--- src/rtl/echo_app_rx_msg_if_ctrl_pkg.sv ---
// Shared types for the echo app receive message interface.
// Holds the buffer mux selector, the control FSM state encoding and the counter width.
package echo_app_rx_msg_if_ctrl_pkg;

    localparam int MSGS_DONE_W = 32;

    typedef enum logic [1:0] {
        HDR_VALUES     = 2'd0,
        PAYLOAD_VALUES = 2'd1,
        PTR_UPDATE     = 2'd2
    } buf_mux_sel_e;

    typedef enum logic [3:0] {
        READ_ACTIVE  = 4'd0,
        HDR_REQ      = 4'd1,
        HDR_NOTIF    = 4'd2,
        HDR_BUF_REQ  = 4'd3,
        HDR_BUF_RESP = 4'd4,
        PL_REQ       = 4'd5,
        PL_NOTIF     = 4'd6,
        TX_MSG       = 4'd7,
        TX_WAIT      = 4'd8,
        PTR_UPD      = 4'd9,
        REQUEUE      = 4'd10
    } rx_msg_if_state_e;

endpackage

--- src/rtl/echo_app_rx_msg_if_ctrl.sv ---
// Receive-side message control for the echo app: pops a flow, fetches its header,
// hands the payload to TX, advances the RX head pointer and requeues the flow.
module echo_app_rx_msg_if_ctrl
    import echo_app_rx_msg_if_ctrl_pkg::*;
(
    input  logic                   clk,
    input  logic                   rst,

    input  logic                   active_q_msg_if_empty,
    output logic                   msg_if_active_q_rd_req,
    input  logic                   active_q_msg_if_full,
    output logic                   msg_if_active_q_wr_req,

    output logic                   rx_app_noc_vrtoc_val,
    input  logic                   noc_vrtoc_rx_app_rdy,
    input  logic                   noc_ctovr_rx_app_val,
    output logic                   rx_app_noc_ctovr_rdy,

    output logic                   datap_rd_buf_req_val,
    input  logic                   rd_buf_datap_req_rdy,
    input  logic                   rd_buf_datap_resp_data_val,
    output logic                   datap_rd_buf_resp_data_rdy,
    input  logic                   rd_buf_datap_resp_data_last,

    output logic                   rx_if_tx_if_msg_val,
    input  logic                   tx_if_rx_if_msg_rdy,
    input  logic                   tx_if_rx_if_msg_done,

    output logic                   ctrl_datap_store_flowid,
    output logic                   ctrl_datap_store_hdr,
    output logic                   ctrl_datap_store_notif,
    output buf_mux_sel_e           ctrl_datap_buf_mux_sel,
    input  logic                   datap_ctrl_last_req,

    output logic [MSGS_DONE_W-1:0] ctrl_msgs_done
);

    rx_msg_if_state_e state;
    rx_msg_if_state_e state_next;
    logic             first_beat;
    logic             msg_retired;

    // A flow marked last is dropped immediately; otherwise retirement waits for queue space.
    assign msg_retired = (state == REQUEUE) && (datap_ctrl_last_req || !active_q_msg_if_full);

    // NOTE: state and counters use non-blocking assignments so every flop samples pre-edge values.
    always_ff @(posedge clk) begin
        if (rst) begin
            state          <= READ_ACTIVE;
            ctrl_msgs_done <= '0;
            first_beat     <= 1'b1;
        end else begin
            state <= state_next;
            if (msg_retired) begin
                ctrl_msgs_done <= ctrl_msgs_done + MSGS_DONE_W'(1);
            end
            // Response ready is always high in HDR_BUF_RESP, so a valid beat is a transfer.
            if ((state == HDR_BUF_RESP) && rd_buf_datap_resp_data_val) begin
                first_beat <= rd_buf_datap_resp_data_last;
            end
        end
    end

    // NOTE: every combinational process assigns defaults first so no latches are inferred.
    always_comb begin
        state_next = state;
        case (state)
            READ_ACTIVE:  if (!active_q_msg_if_empty)       state_next = HDR_REQ;
            HDR_REQ:      if (noc_vrtoc_rx_app_rdy)         state_next = HDR_NOTIF;
            HDR_NOTIF:    if (noc_ctovr_rx_app_val)         state_next = HDR_BUF_REQ;
            HDR_BUF_REQ:  if (rd_buf_datap_req_rdy)         state_next = HDR_BUF_RESP;
            HDR_BUF_RESP: if (rd_buf_datap_resp_data_val && rd_buf_datap_resp_data_last)
                                                            state_next = PL_REQ;
            PL_REQ:       if (noc_vrtoc_rx_app_rdy)         state_next = PL_NOTIF;
            PL_NOTIF:     if (noc_ctovr_rx_app_val)         state_next = TX_MSG;
            TX_MSG:       if (tx_if_rx_if_msg_rdy)          state_next = TX_WAIT;
            TX_WAIT:      if (tx_if_rx_if_msg_done)         state_next = PTR_UPD;
            PTR_UPD:      if (noc_vrtoc_rx_app_rdy)         state_next = REQUEUE;
            REQUEUE:      if (msg_retired)                  state_next = READ_ACTIVE;
            default:                                        state_next = READ_ACTIVE;
        endcase
    end

    // Valids depend only on state; stores qualify on the peer's valid, never on our own ready.
    always_comb begin
        msg_if_active_q_rd_req     = 1'b0;
        msg_if_active_q_wr_req     = 1'b0;
        rx_app_noc_vrtoc_val       = 1'b0;
        rx_app_noc_ctovr_rdy       = 1'b0;
        datap_rd_buf_req_val       = 1'b0;
        datap_rd_buf_resp_data_rdy = 1'b0;
        rx_if_tx_if_msg_val        = 1'b0;
        ctrl_datap_store_flowid    = 1'b0;
        ctrl_datap_store_hdr       = 1'b0;
        ctrl_datap_store_notif     = 1'b0;
        ctrl_datap_buf_mux_sel     = PAYLOAD_VALUES;
        case (state)
            READ_ACTIVE: begin
                msg_if_active_q_rd_req  = !active_q_msg_if_empty;
                ctrl_datap_store_flowid = !active_q_msg_if_empty;
            end
            HDR_REQ: begin
                rx_app_noc_vrtoc_val   = 1'b1;
                ctrl_datap_buf_mux_sel = HDR_VALUES;
            end
            HDR_NOTIF: begin
                rx_app_noc_ctovr_rdy   = 1'b1;
                ctrl_datap_store_notif = noc_ctovr_rx_app_val;
                ctrl_datap_buf_mux_sel = HDR_VALUES;
            end
            HDR_BUF_REQ: begin
                datap_rd_buf_req_val   = 1'b1;
                ctrl_datap_buf_mux_sel = HDR_VALUES;
            end
            HDR_BUF_RESP: begin
                datap_rd_buf_resp_data_rdy = 1'b1;
                ctrl_datap_store_hdr       = rd_buf_datap_resp_data_val && first_beat;
                ctrl_datap_buf_mux_sel     = HDR_VALUES;
            end
            PL_REQ: begin
                rx_app_noc_vrtoc_val = 1'b1;
            end
            PL_NOTIF: begin
                rx_app_noc_ctovr_rdy   = 1'b1;
                ctrl_datap_store_notif = noc_ctovr_rx_app_val;
            end
            TX_MSG: begin
                rx_if_tx_if_msg_val = 1'b1;
            end
            PTR_UPD: begin
                rx_app_noc_vrtoc_val   = 1'b1;
                ctrl_datap_buf_mux_sel = PTR_UPDATE;
            end
            REQUEUE: begin
                msg_if_active_q_wr_req = !datap_ctrl_last_req && !active_q_msg_if_full;
            end
            default: begin
            end
        endcase
    end

endmodule

--- config.mk ---
export PLATFORM = sky130hd
export DESIGN_NAME = echo_app_rx_msg_if_ctrl
export DESIGN_NICKNAME = d
export VERILOG_FILES = /design/src/rtl/echo_app_rx_msg_if_ctrl_pkg.sv /design/src/rtl/echo_app_rx_msg_if_ctrl.sv
export SDC_FILE = /design/constraint.sdc
export NUM_CORES = 1
export LEC_CHECK = 0
export ABC_AREA = 1
export CAP_MARGIN = 20
export CORE_MARGIN = 2
export CORE_UTILIZATION = 45
export DETAILED_ROUTE_END_ITERATION = 6
export PLACE_DENSITY = 0.77
export SETUP_SLACK_MARGIN = 0.5
export SLEW_MARGIN = 30
export SYNTH_ARGS = -nofsm -noshare
export SYNTH_HDL_FRONTEND = slang
export SYNTH_SLANG_ARGS = --single-unit
export TNS_END_PERCENT = 50
--- constraint.sdc ---
create_clock -name clk -period 1.5 [get_ports clk]
set_input_delay 0.225 -clock clk [delete_from_list [all_inputs] [get_ports clk]]
set_output_delay 0.225 -clock clk [all_outputs]
set_load 0.05 [all_outputs]
==> results of run 1 <==
==> what timing repair did <==
| item | 4_1_cts | 5_1_grt |
|---|---|---|
| setup buffers | 20 | 12 |
| pin swaps | 18 | 34 |
| endpoints found under the setup margin | 81 | 81 |
| gates resized for setup | 93 | 74 |
==> kinds of logic after synthesis <==
group	share of synthesized area, %
compound gates	8.283
flops	32.69
fa+ha+maj	0.5521
simple gates	46.00
xor+xnor	1.546
buf+inv	10.93
==> power breakdown <==
| group | total, mW | internal (mW) | switching (mW) |
|---|---|---|---|
| sequential | 1.10 | 1.01 | 0.0870 |
| clock | 0.935 | 0.490 | 0.444 |
| combinational | 2.50 | 1.01 | 1.49 |
==> worst max-delay path: cells and delay by family (launching register included) <==
family,cells,cell delay [ns]
AO/OA/AOI/OAI,1,0.23
flip-flops,1,0.38
AND/OR/NAND/NOR,2,0.16
buffers and inverters,4,0.51
==> cell usage after synthesis, drive strengths merged <==
cell    count
nand3b      1
nor3       12
o21ai      13
ha          1
nor2b       1
or2         1
nand4       8
buf         3
dfxtp      37
and2        1
xor2        4
a21oi      20
clkbuf      2
o311ai      1
and3        1
nor2       79
nand3      26
nand2      99
inv        59
nor3b       2
o21bai      1
a31oi       1
==> final timing paths <==
check	cells after the start	slack (ns)	to	start
min	1	0.49	ctrl_msgs_done[12]	ctrl_msgs_done[12]
min reg2reg	1	0.49	ctrl_msgs_done[12]	ctrl_msgs_done[12]
max reg2reg	7	-0.28	ctrl_msgs_done[21]	ctrl_msgs_done[13]
max	7	-0.32	ctrl_datap_buf_mux_sel[0]	state[3]
==> stage by stage <==
step                setup slack, ns  TNS (ns)  hold WS, ns  cells  util, %
floorplan                  -0.03441  -0.07146       0.2913    373        -
global placement            -0.2184    -5.138       0.4372    517    75.97
detailed placement          -0.2757    -6.469       0.4452    517    75.97
CTS                        -0.07446   -0.3984       0.4720    545    88.13
global route                -0.5206    -8.303       0.5120    557    95.63
finish                      -0.3243    -5.224       0.4884    557    95.63
==> cell type report <==
class                      instances  share of cell area, %
timing repair buffer             114                  32.83
clock inverter                     3                 0.9021
tap                               67                  1.832
multi-input combinational        272                  39.28
clock buffer                       5                  1.504
sequential                        37                  18.15
inverter                          59                  5.495
==> flip-flops by register name, indices dropped and copies added (netlist names) <==
signal,cells
state,4
first_beat,1
ctrl_msgs_done,32
==> layer usage <==
layer / vias up / track usage, %
met5: - / 0
met4: 0 / 20.83
met2: 444 / 55.46
met1: 1638 / 39.01
li1: 1411 / -
met3: 170 / 8.835
==> parameters.txt, run 1 <==
Parameter                              Value

Floorplanning
  Die X ... roughly 75 µm
  Number of top-level pins ... 56
  Full die area ... 5619 µm²
  Placeable core region ... ~4800 µm²
  Row Count ... 25
  Initial core utilization ... between 40% and 50%
  Height of the die ... between 70 and 80 µm

Clocking
  H-tree levels ... 2
  Clock tree buffer depth ... 2
  TritonCTS clock tree ... yes
  Clock-pin slew of the registers on the worst-case setup and hold paths ... ~0.090 ns
  Clk_lat worst skew ... around 0.32 ns
  Hold_buf cts ... 0
  Inserted Clock Buffers ... 5
  Root cell of the clock tree ... sky130_fd_sc_hd__clkbuf_8
  Number of clock sinks seen by CTS ... 37

Logic synthesis
  Library cells used by synthesis ... 31
  Post-Synthesis Cell Area ... roughly 2300 µm²
  Dominant cell type by area after synthesis ... sky130_fd_sc_hd__dfxtp_1
  Average cell area after synthesis ... about 6.1 µm²
  Number of nets in the synthesized netlist ... slightly below 400
  Yosys synthesis warning count ... 0
  Gate Count Post-Synth ... around 370
  Top post-synthesis cells by area ... sky130_fd_sc_hd__dfxtp_1 33%, sky130_fd_sc_hd__nand2_1 16%, sky130_fd_sc_hd__nor2_1 12%, sky130_fd_sc_hd__inv_1 8.9%, sky130_fd_sc_hd__nand3_1 5.3%
  Fraction of the yosys area taken by sequential cells ... 32.69%
  Top-area cell type share of the netlist area ... approximately a third
  Number of register bits inferred by synthesis ... 37

Critical path
  Cell seen most often among critical-path stages ... sky130_fd_sc_hd__buf_12
  Slowest-stage cell, CP ... sky130_fd_sc_hd__dfxtp_2
  Worst-path maximum fanout ... 4
  Critical Path AT ... ~1.6 ns
  Required time at the worst-slack endpoint ... roughly 1.3 ns
  Critical path type ... flop to output port
  Critical path capture point type ... output port
  CP cell instances ... buf_12, clkinv_8, nand2_8, nor2_4, buf_6, a21oi_4, buf_12
  Longest individual stage delay on the worst path ... about 0.38 ns
  Worst setup SP type ... flop

Detailed routing
  Metal-1 WL ... roughly 4400 µm
  Iteration-0 DRC Markers ... approximately 800
  Count of nets left with antenna violations after detail routing ... 0
  Highest routed metal layer ... met4
  Met3 Wirelength ... 1938 µm
  Routed len/inst ... between 20 and 30 µm
  Number of detailed-routing iterations run before antenna repair ... 7
  Met2 Wirelength ... roughly 6200 µm
  Total via count after detailed routing ... roughly 3700
  Count of unresolved DRC violations after routing ... 76
  Ratio of routed vias to standard cells ... ~6.6
  Final wirelength ... between 10000 and 15000 µm

Timing
  Peak Freq ... approximately 0.55 GHz
  Final-report setup violation count ... 43
  Setup skew after layout ... 0.008311 ns
  Hold Violations, Final ... 0
  Worst-margin pin slew ... a little under 0.5 ns
  Setup repair after global routing missed its margin ... yes
  Setup ws final ... -0.3243 ns
  Slew Viols, Final ... 0
  Time the final worst path needs with I/O delays and setup ... about 1.8 ns
  Headroom to the max-slew limit ... 67.02%
  Fin crit share ... 121.6%

Finish
  Area of all placed cells without fillers ... about 4600 µm²
  Register Area ... 830.8 µm²
  Most frequent cells in the layout ... 72 x sky130_fd_sc_hd__nand2_1, 50 x sky130_fd_sc_hd__inv_1, 44 x sky130_fd_sc_hd__nor2_1
  Number of inserted diodes ... 0
  Commonest non-fill, non-tap cell in the layout ... sky130_fd_sc_hd__nand2_1
  Multi-input combinational cell area ... roughly 1800 µm²
  Synthesis-to-finish area growth ... 102.0%
  Net count of the finished layout ... approximately 500
  Fraction of final layout cells sized beyond drive strength 1 ... 50.61%
  Filler Cells Inserted ... ~110

Pwr
  Cell area power density ... ~1000 nW/µm²
  Peak supply drop ... a little under 0.0008 V
  Leak pwr ... roughly 1.8 nW
  Total power after layout ... around 4.5 mW

Global route
  Largest net degree at the start of global routing ... 24
  Global-route wire length before repair ... 14350 µm
  Total grt overflow ... 0
  GRT Resource Usage Total ... about 34%
  Via count of the first global-routing pass ... about 3000
  Number of antenna violations at the first check in global routing ... 1

Flow run
  Maximum Capacitance Violations ... 0

Place
  Standard cell area after detailed placement ... between 3000 and 4000 µm²
  Number of input and output port buffers inserted ... 55
  Post-detailed-placement half-perimeter wirelength ... a little over 5000 µm
  Final Wtd Congestion ... 0.9493

Run status
  Result of the run ... complete, but fails checks
  Failing checks ... DRC, setup timing

Worst hold path
  Class of the worst hold path ... flop to flop
Note: power is estimated with default switching activity, not from simulation.
==> run 2: changes to the inputs <==
--- a/config.mk
+++ b/config.mk
@@ -8,9 +8,9 @@
 export ABC_AREA = 1
 export CAP_MARGIN = 20
 export CORE_MARGIN = 2
-export CORE_UTILIZATION = 45
+export CORE_UTILIZATION = 49
 export DETAILED_ROUTE_END_ITERATION = 6
-export PLACE_DENSITY = 0.77
+export PLACE_DENSITY = 0.79
 export SETUP_SLACK_MARGIN = 0.5
 export SLEW_MARGIN = 30
 export SYNTH_ARGS = -nofsm -noshare
==> constraint.sdc (replaced) <==
create_clock -name clk -period 1.69 [get_ports clk]
set_input_delay 0.2535 -clock clk [delete_from_list [all_inputs] [get_ports clk]]
set_output_delay 0.2535 -clock clk [all_outputs]
set_load 0.05 [all_outputs]
==> parameters.txt, run 2 (synthesis gave the netlist of run 1 again) <==
Parameter                              Value

Global route
  Via count of the first global-routing pass ... 2531 (-18%)
  GRT Resource Usage Total ... 28.01% (-5.7 points)
  Number of antenna violations at the first check in global routing ... 0 (-1)
  Global-route wire length before repair ... 11500 µm (-20%)
  Total grt overflow ... 0 (unchanged)
  Largest net degree at the start of global routing ... 24 (unchanged)

Detailed routing
  Number of detailed-routing iterations run before antenna repair ... 5 (-2)
  Ratio of routed vias to standard cells ... 5.517 (-16%)
  Iteration-0 DRC Markers ... 157 (-81%)
  Final wirelength ... 8178 µm (-42%)
  Count of nets left with antenna violations after detail routing ... 0 (unchanged)
  Total via count after detailed routing ... 2847 (-22%)
  Routed len/inst ... 15.85 µm (-37%)
  Count of unresolved DRC violations after routing ... 0 (-100%)

Clocking
  Hold_buf cts ... 0 (unchanged)
  Clock tree buffer depth ... 2 (unchanged)
  TritonCTS clock tree ... yes
  Number of clock sinks seen by CTS ... 37 (unchanged)
  Inserted Clock Buffers ... 5 (unchanged)
  Root cell of the clock tree ... sky130_fd_sc_hd__clkbuf_8
  Clk_lat worst skew ... 0.30 ns (-0.02 ns)
  H-tree levels ... 2 (unchanged)
  Clock-pin slew of the registers on the worst-case setup and hold paths ... 0.08 ns (about the same)

Worst hold path
  End of the worst hold path ... ctrl_msgs_done[0]
  Class of the worst hold path ... flop to flop
  Launch instance of the worst min-delay path ... ctrl_msgs_done[0]
  Worst hold path depth ... 1 (unchanged)

Timing
  Headroom to the max-slew limit ... 69.75% (+2.7 points)
  Worst-margin pin slew ... 0.4533 ns (-0.03522 ns)
  Fin crit share ... a little over nine tenths
  Peak Freq ... 0.6108 GHz
  Hold Violations, Final ... 0 (unchanged)
  Slew Viols, Final ... 0 (unchanged)
  Setup repair after global routing missed its margin ... yes
  Time the final worst path needs with I/O delays and setup ... between 1.5 and 2 ns
  Final-report setup violation count ... 0 (-100%)
  Setup skew after layout ... 0.01739 ns (+0.009075 ns)

Finish
  Number of flip-flops in the largest register ... 32 (unchanged)
  Fraction of final layout cells sized beyond drive strength 1 ... 41.16% (-9.4 points)
  Regs by FF count ... ctrl_msgs_done (32), state (4), first_beat (1)
  Commonest non-fill, non-tap cell in the layout ... sky130_fd_sc_hd__nand2_1
  Net count of the finished layout ... 476 (-5.2%)
  Number of inserted diodes ... 0 (unchanged)
  Synthesis-to-finish area growth ... 68.19%
  Largest register by flop count ... ctrl_msgs_done
  Most frequent cells in the layout ... 81 x sky130_fd_sc_hd__nand2_1, 54 x sky130_fd_sc_hd__buf_4, 51 x sky130_fd_sc_hd__nor2_1
  Final core utilization ... 86.34% (-9.3 points)

Critical path
  Critical path type ... flop to output port
  Required time at the worst-slack endpoint ... 1.44 ns (+0.17 ns)
  Cell seen most often among critical-path stages ... sky130_fd_sc_hd__nor2_4
  Worst-path maximum fanout ... 6 (+2)
  Flop2flop setup slack ... 0.08 ns (+0.36 ns)
  Worst r2r path cells ... 9 (+2)
  CP cell instances ... inv_4, nand2_4, nor2_4, nand2_2, nor2_4, buf_12
  Capture instance of the worst register-to-register path ... state[2]
  Longest individual stage delay on the worst path ... 0.40 ns (+0.02 ns)
  Critical Path AT ... 1.38 ns (-0.22 ns)
  Reg-to-reg startpoint ... state[1]
  Critical path capture point type ... output port
  Worst setup SP type ... flop
  Slowest-stage cell, CP ... sky130_fd_sc_hd__dfxtp_4

Pwr
  Clock network fraction of design power ... 21.8% (+1.2 points)
  Pint ... 2.134 mW (-15%)
  Reported net switching power ... 1.500 mW (-26%)
  Switching Fraction ... 41.28% (-3.3 points)
  Total power after layout ... 3.634 mW (-20%)
  Cell area power density ... 953.5 nW/µm² (-3.6%)
  Leak pwr ... 1.607 nW (-12%)
  Share of power burned in combinational logic ... 50.8% (-4.3 points)
  Peak supply drop ... 0.0006591 V (-14%)
  Seq pwr share ... 27.4% (+3.1 points)

Place
  Number of input and output port buffers inserted ... 55 (unchanged)
  Final Wtd Congestion ... 0.9192 (-3.2%)
  Post-detailed-placement half-perimeter wirelength ... 4912 µm (-4.3%)

Floorplanning
  Initial core utilization ... 51.33% (+4.0 points)
  Row Count ... 24 (-4.0%)
  Number of top-level pins ... 56 (unchanged)
  Full die area ... 5184 µm² (-7.7%)
  Placeable core region ... 4414 µm² (-7.8%)
  Height of the die ... 72 µm (-3.9%)
  Die X ... 72 µm (-3.9%)

Run status
  Result of the run ... finished clean

Flow run
  Maximum Capacitance Violations ... 0 (unchanged)
-- run 2: metrics by stage --
stage          std cells  TNS (ns)  worst slack (ns)  hold slack [ns]  cell area [µm²]
4_1_cts              504         0           0.08663           0.4619             3562
2_1_floorplan        373         0            0.1271           0.3198             2517
6_report             516         0           0.05275           0.4706             3811
3_3_place_gp         486   -0.3570          -0.06911           0.4429             3234
5_1_grt              516         0          0.004028           0.4860             3811
3_5_place_dp         486   -0.9877           -0.1255           0.4448             3234
-- run 2: worst max path at each step --
stage,start,endpoint,depth (start not counted)
after floorplan,state[3],msg_if_active_q_rd_req,5
after global placement,active_q_msg_if_full,ctrl_msgs_done[28],10
after detailed placement,active_q_msg_if_full,ctrl_msgs_done[14],10
after CTS,state[3],ctrl_datap_store_hdr,7
after global routing,state[1],state[2],9
final,state[1],ctrl_datap_store_hdr,6
-- run 2: power groups by stage --
stage          registers, mW  clock network [mW]  logic (mW)
2_1_floorplan          0.964                   0       0.868
3_3_place_gp           0.965                   0        1.32
3_5_place_dp           0.967                   0        1.34
4_1_cts                0.969               0.797        1.49
5_1_grt                0.998               0.827        1.92
6_report               0.996               0.792        1.85
-- run 2: timing repair --
item,4_1_cts,5_1_grt
pin swaps,14,21
resized for setup,42,42
endpoints found under the setup margin,53,56
buffers inserted,10,12
-- run 2: metal layers --
layer	track usage [%]	wire (µm)
met1	34.29	3189
met2	49.18	4173
met3	4.444	496
met4	11.11	320
met5	0	0
-- run 2: critical path, delay by kind of cell (launching register included) --
kind / cells / cell delay (ns)
flops: 1 / 0.40
simple gates: 4 / 0.46
buf+inv: 2 / 0.23
-- run 2: final cells by class --
type | instances | area, µm²
tap | 52 | 65.06
sequential | 37 | 809.5
multi-input combinational | 272 | 1674
timing repair buffer | 88 | 898.4
fill | 250 | 603.1
clock buffer | 5 | 68.82
inverter | 59 | 249.0
clock inverter | 3 | 46.29
==> run 3: changes to the inputs <==
--- a/config.mk
+++ b/config.mk
@@ -16,4 +16,3 @@
 export SYNTH_ARGS = -nofsm -noshare
 export SYNTH_HDL_FRONTEND = slang
 export SYNTH_SLANG_ARGS = --single-unit
-export TNS_END_PERCENT = 50
==> parameters.txt, run 3 (synthesis gave the netlist of run 1 again) <==
Parameter                              Value

Finish
  Area of all placed cells without fillers ... 3991 µm² (+4.7%)
  Fraction of final layout cells sized beyond drive strength 1 ... 46.72% (+5.6 points)
  Multi-input combinational cell area ... 1719 µm² (+2.7%)
  Net count of the finished layout ... 485 (+1.9%)
  Largest register by flop count ... ctrl_msgs_done
  Filler Cells Inserted ... 192 (-23%)
  Number of flip-flops in the largest register ... 32 (unchanged)
  Most frequent cells in the layout ... 77 x sky130_fd_sc_hd__nand2_1, 50 x sky130_fd_sc_hd__inv_1, 50 x sky130_fd_sc_hd__buf_4
  Final core utilization ... 90.42% (+4.1 points)
  Synthesis-to-finish area growth ... 76.15%
  Regs by FF count ... ctrl_msgs_done (32), state (4), first_beat (1)
  Register Area ... 828.3 µm² (+2.3%)
  Number of inserted diodes ... 0 (unchanged)
  Commonest non-fill, non-tap cell in the layout ... sky130_fd_sc_hd__nand2_1

Place
  Post-detailed-placement half-perimeter wirelength ... 5152 µm (+4.9%)
  Number of input and output port buffers inserted ... 55 (unchanged)
  Final Wtd Congestion ... 0.9241 (+0.53%)
  Standard cell area after detailed placement ... 3281 µm² (+1.4%)
  Worst setup slack after placement ... -0.1435 ns (-0.01806 ns)

Timing
  Headroom to the max-slew limit ... 78.28% (+8.5 points)
  Setup skew after layout ... 0.008655 ns (-0.008732 ns)
  Hold Violations, Final ... 0 (unchanged)
  Peak Freq ... 0.5796 GHz (-5.1%)
  Slew Viols, Final ... 0 (unchanged)
  WHS ... 0.4716 ns (+0.0009820 ns)
  Setup ws final ... -0.03542 ns (-0.08817 ns)
  Final-report setup violation count ... 3 (+3)
  Time the final worst path needs with I/O delays and setup ... 1.725 ns (+0.08817 ns)
  Setup repair after global routing missed its margin ... yes
  Worst-margin pin slew ... 0.3223 ns (-0.1309 ns)
  Fin crit share ... 102.1% (+5.2 points)

Run status
  Failing checks ... DRC, setup timing
  Result of the run ... complete, but fails checks

Critical path
  Worst setup SP type ... flop
  Critical Path AT ... 1.47 ns (+0.09 ns)
  Reg-to-reg startpoint ... state[3]
  Critical path capture point type ... output port
  Capture instance of the worst register-to-register path ... state[2]
  Flop2flop setup slack ... -0.03 ns (-0.11 ns)
  Required time at the worst-slack endpoint ... 1.44 ns (about the same)
  Worst-path maximum fanout ... 6 (unchanged)
  Critical path type ... flop to output port
  Worst r2r path cells ... 10 (+1)

Clocking
  Hold_buf cts ... 0 (unchanged)
  Clock tree buffer depth ... 2 (unchanged)
  TritonCTS clock tree ... yes
  Inserted Clock Buffers ... 5 (unchanged)
  H-tree levels ... 2 (unchanged)
  Number of clock sinks seen by CTS ... 37 (unchanged)
  Clock-pin slew of the registers on the worst-case setup and hold paths ... 0.09 ns (about the same)
  Clk_lat worst skew ... 0.30 ns (about the same)
  Root cell of the clock tree ... sky130_fd_sc_hd__clkbuf_8

Worst hold path
  Worst hold path depth ... 1 (unchanged)
  Launch instance of the worst min-delay path ... ctrl_msgs_done[0]
  Class of the worst hold path ... flop to flop
  End of the worst hold path ... ctrl_msgs_done[0]

Floorplanning
  Placeable core region ... 4414 µm² (unchanged)
  Full die area ... 5184 µm² (unchanged)
  Number of top-level pins ... 56 (unchanged)
  Height of the die ... 72 µm (unchanged)
  Row Count ... 24 (unchanged)
  Initial core utilization ... 51.33% (unchanged)
  Die X ... 72 µm (unchanged)

Flow run
  Maximum Capacitance Violations ... 0 (unchanged)

Global route
  Total grt overflow ... 0 (unchanged)
  Global-route wire length before repair ... 12430 µm (+8.1%)
  GRT Resource Usage Total ... 30.45% (+2.4 points)
  Number of antenna violations at the first check in global routing ... 0 (unchanged)
  Largest net degree at the start of global routing ... 24 (unchanged)
  Via count of the first global-routing pass ... 2622 (+3.6%)

Detailed routing
  Count of unresolved DRC violations after routing ... 1 (+1)
  Count of nets left with antenna violations after detail routing ... 0 (unchanged)
  Routed len/inst ... 18.82 µm (+19%)
  Iteration-0 DRC Markers ... 317 (+100%)
  Number of detailed-routing iterations run before antenna repair ... 7 (+2)
  Final wirelength ... 9880 µm (+21%)
  Ratio of routed vias to standard cells ... 5.931 (+7.5%)
  Total via count after detailed routing ... 3114 (+9.4%)

Pwr
  Peak supply drop ... 0.0005649 V (-14%)
  Pint ... 1.999 mW (-6.3%)
  Total power after layout ... 3.602 mW (-0.87%)
  Share of power burned in combinational logic ... 54.1% (+3.3 points)
  Clock network fraction of design power ... 18.6% (-3.2 points)
  Seq pwr share ... 27.3% (about the same)
  Switching Fraction ... 44.49% (+3.2 points)
  Reported net switching power ... 1.603 mW (+6.9%)
  Cell area power density ... 902.5 nW/µm² (-5.3%)
  Leak pwr ... 1.632 nW (+1.6%)
run 3: cell types whose count changed in the layout (fill, tap and decap cells not counted), sizes merged:
| cell | previous run | this run |
|---|---|---|
| buf | 77 | 86 |
| inv | 59 | 60 |
| bufinv | 1 | 0 |
run 3: cell type report:
type	count	area share, %
clock buffer	5	1.724
clock inverter	3	0.5329
inverter	59	6.176
multi-input combinational	272	43.07
sequential	37	20.75
tap	52	1.630
timing repair buffer	97	26.11
run 3: how the worst max path moves through the flow:
stage	start	to	cells past startpoint
2_1_floorplan	state[3]	msg_if_active_q_rd_req	5
3_3_place_gp	active_q_msg_if_full	ctrl_msgs_done[28]	11
3_5_place_dp	active_q_msg_if_full	ctrl_msgs_done[4]	10
4_1_cts	state[3]	ctrl_datap_store_hdr	7
5_1_grt	state[3]	state[2]	10
6_report	state[1]	ctrl_datap_store_hdr	6
run 3: critical path: stages (launching register included):
cell,delay [ns]
sky130_fd_sc_hd__dfxtp_4,0.40
sky130_fd_sc_hd__inv_4,0.12
sky130_fd_sc_hd__nand2_4,0.10
sky130_fd_sc_hd__nor2_4,0.18
sky130_fd_sc_hd__nand2_2,0.10
sky130_fd_sc_hd__nor2_4,0.11
sky130_fd_sc_hd__buf_12,0.14
run 3: timing repair:
action / in CTS / in global routing
gates resized for setup: 59 / 44
pin swaps: 18 / 24
setup endpoints to repair: 48 / 52
setup buffers: 21 / 10
run 3: per-stage QoR:
stage,instances,TNS [ns]
2_1_floorplan,373,0
3_3_place_gp,486,-0.5499
3_5_place_dp,486,-1.805
4_1_cts,515,0
5_1_grt,525,-0.6243
6_report,525,-0.09518
run 3: routing by layer:
metal | share of wire, % | up-vias | track usage (%) | routed length [µm]
met5 | 0 | - | 0 | 0
met4 | 5.1 | 0 | 10.48 | 506
met3 | 9.9 | 68 | 5.556 | 975
met2 | 49 | 252 | 52.88 | 4848
met1 | 36 | 1421 | 37.97 | 3549
li1 | - | 1373 | - | -
run 3: power by group through the flow:
stage / registers, mW / clock network (mW) / logic, mW
final: 0.984 / 0.670 / 1.95
after global routing: 0.985 / 0.700 / 2.01
after CTS: 0.967 / 0.659 / 1.64
after detailed placement: 0.960 / 0 / 1.37
after global placement: 0.957 / 0 / 1.34
after floorplan: 0.960 / 0 / 0.882
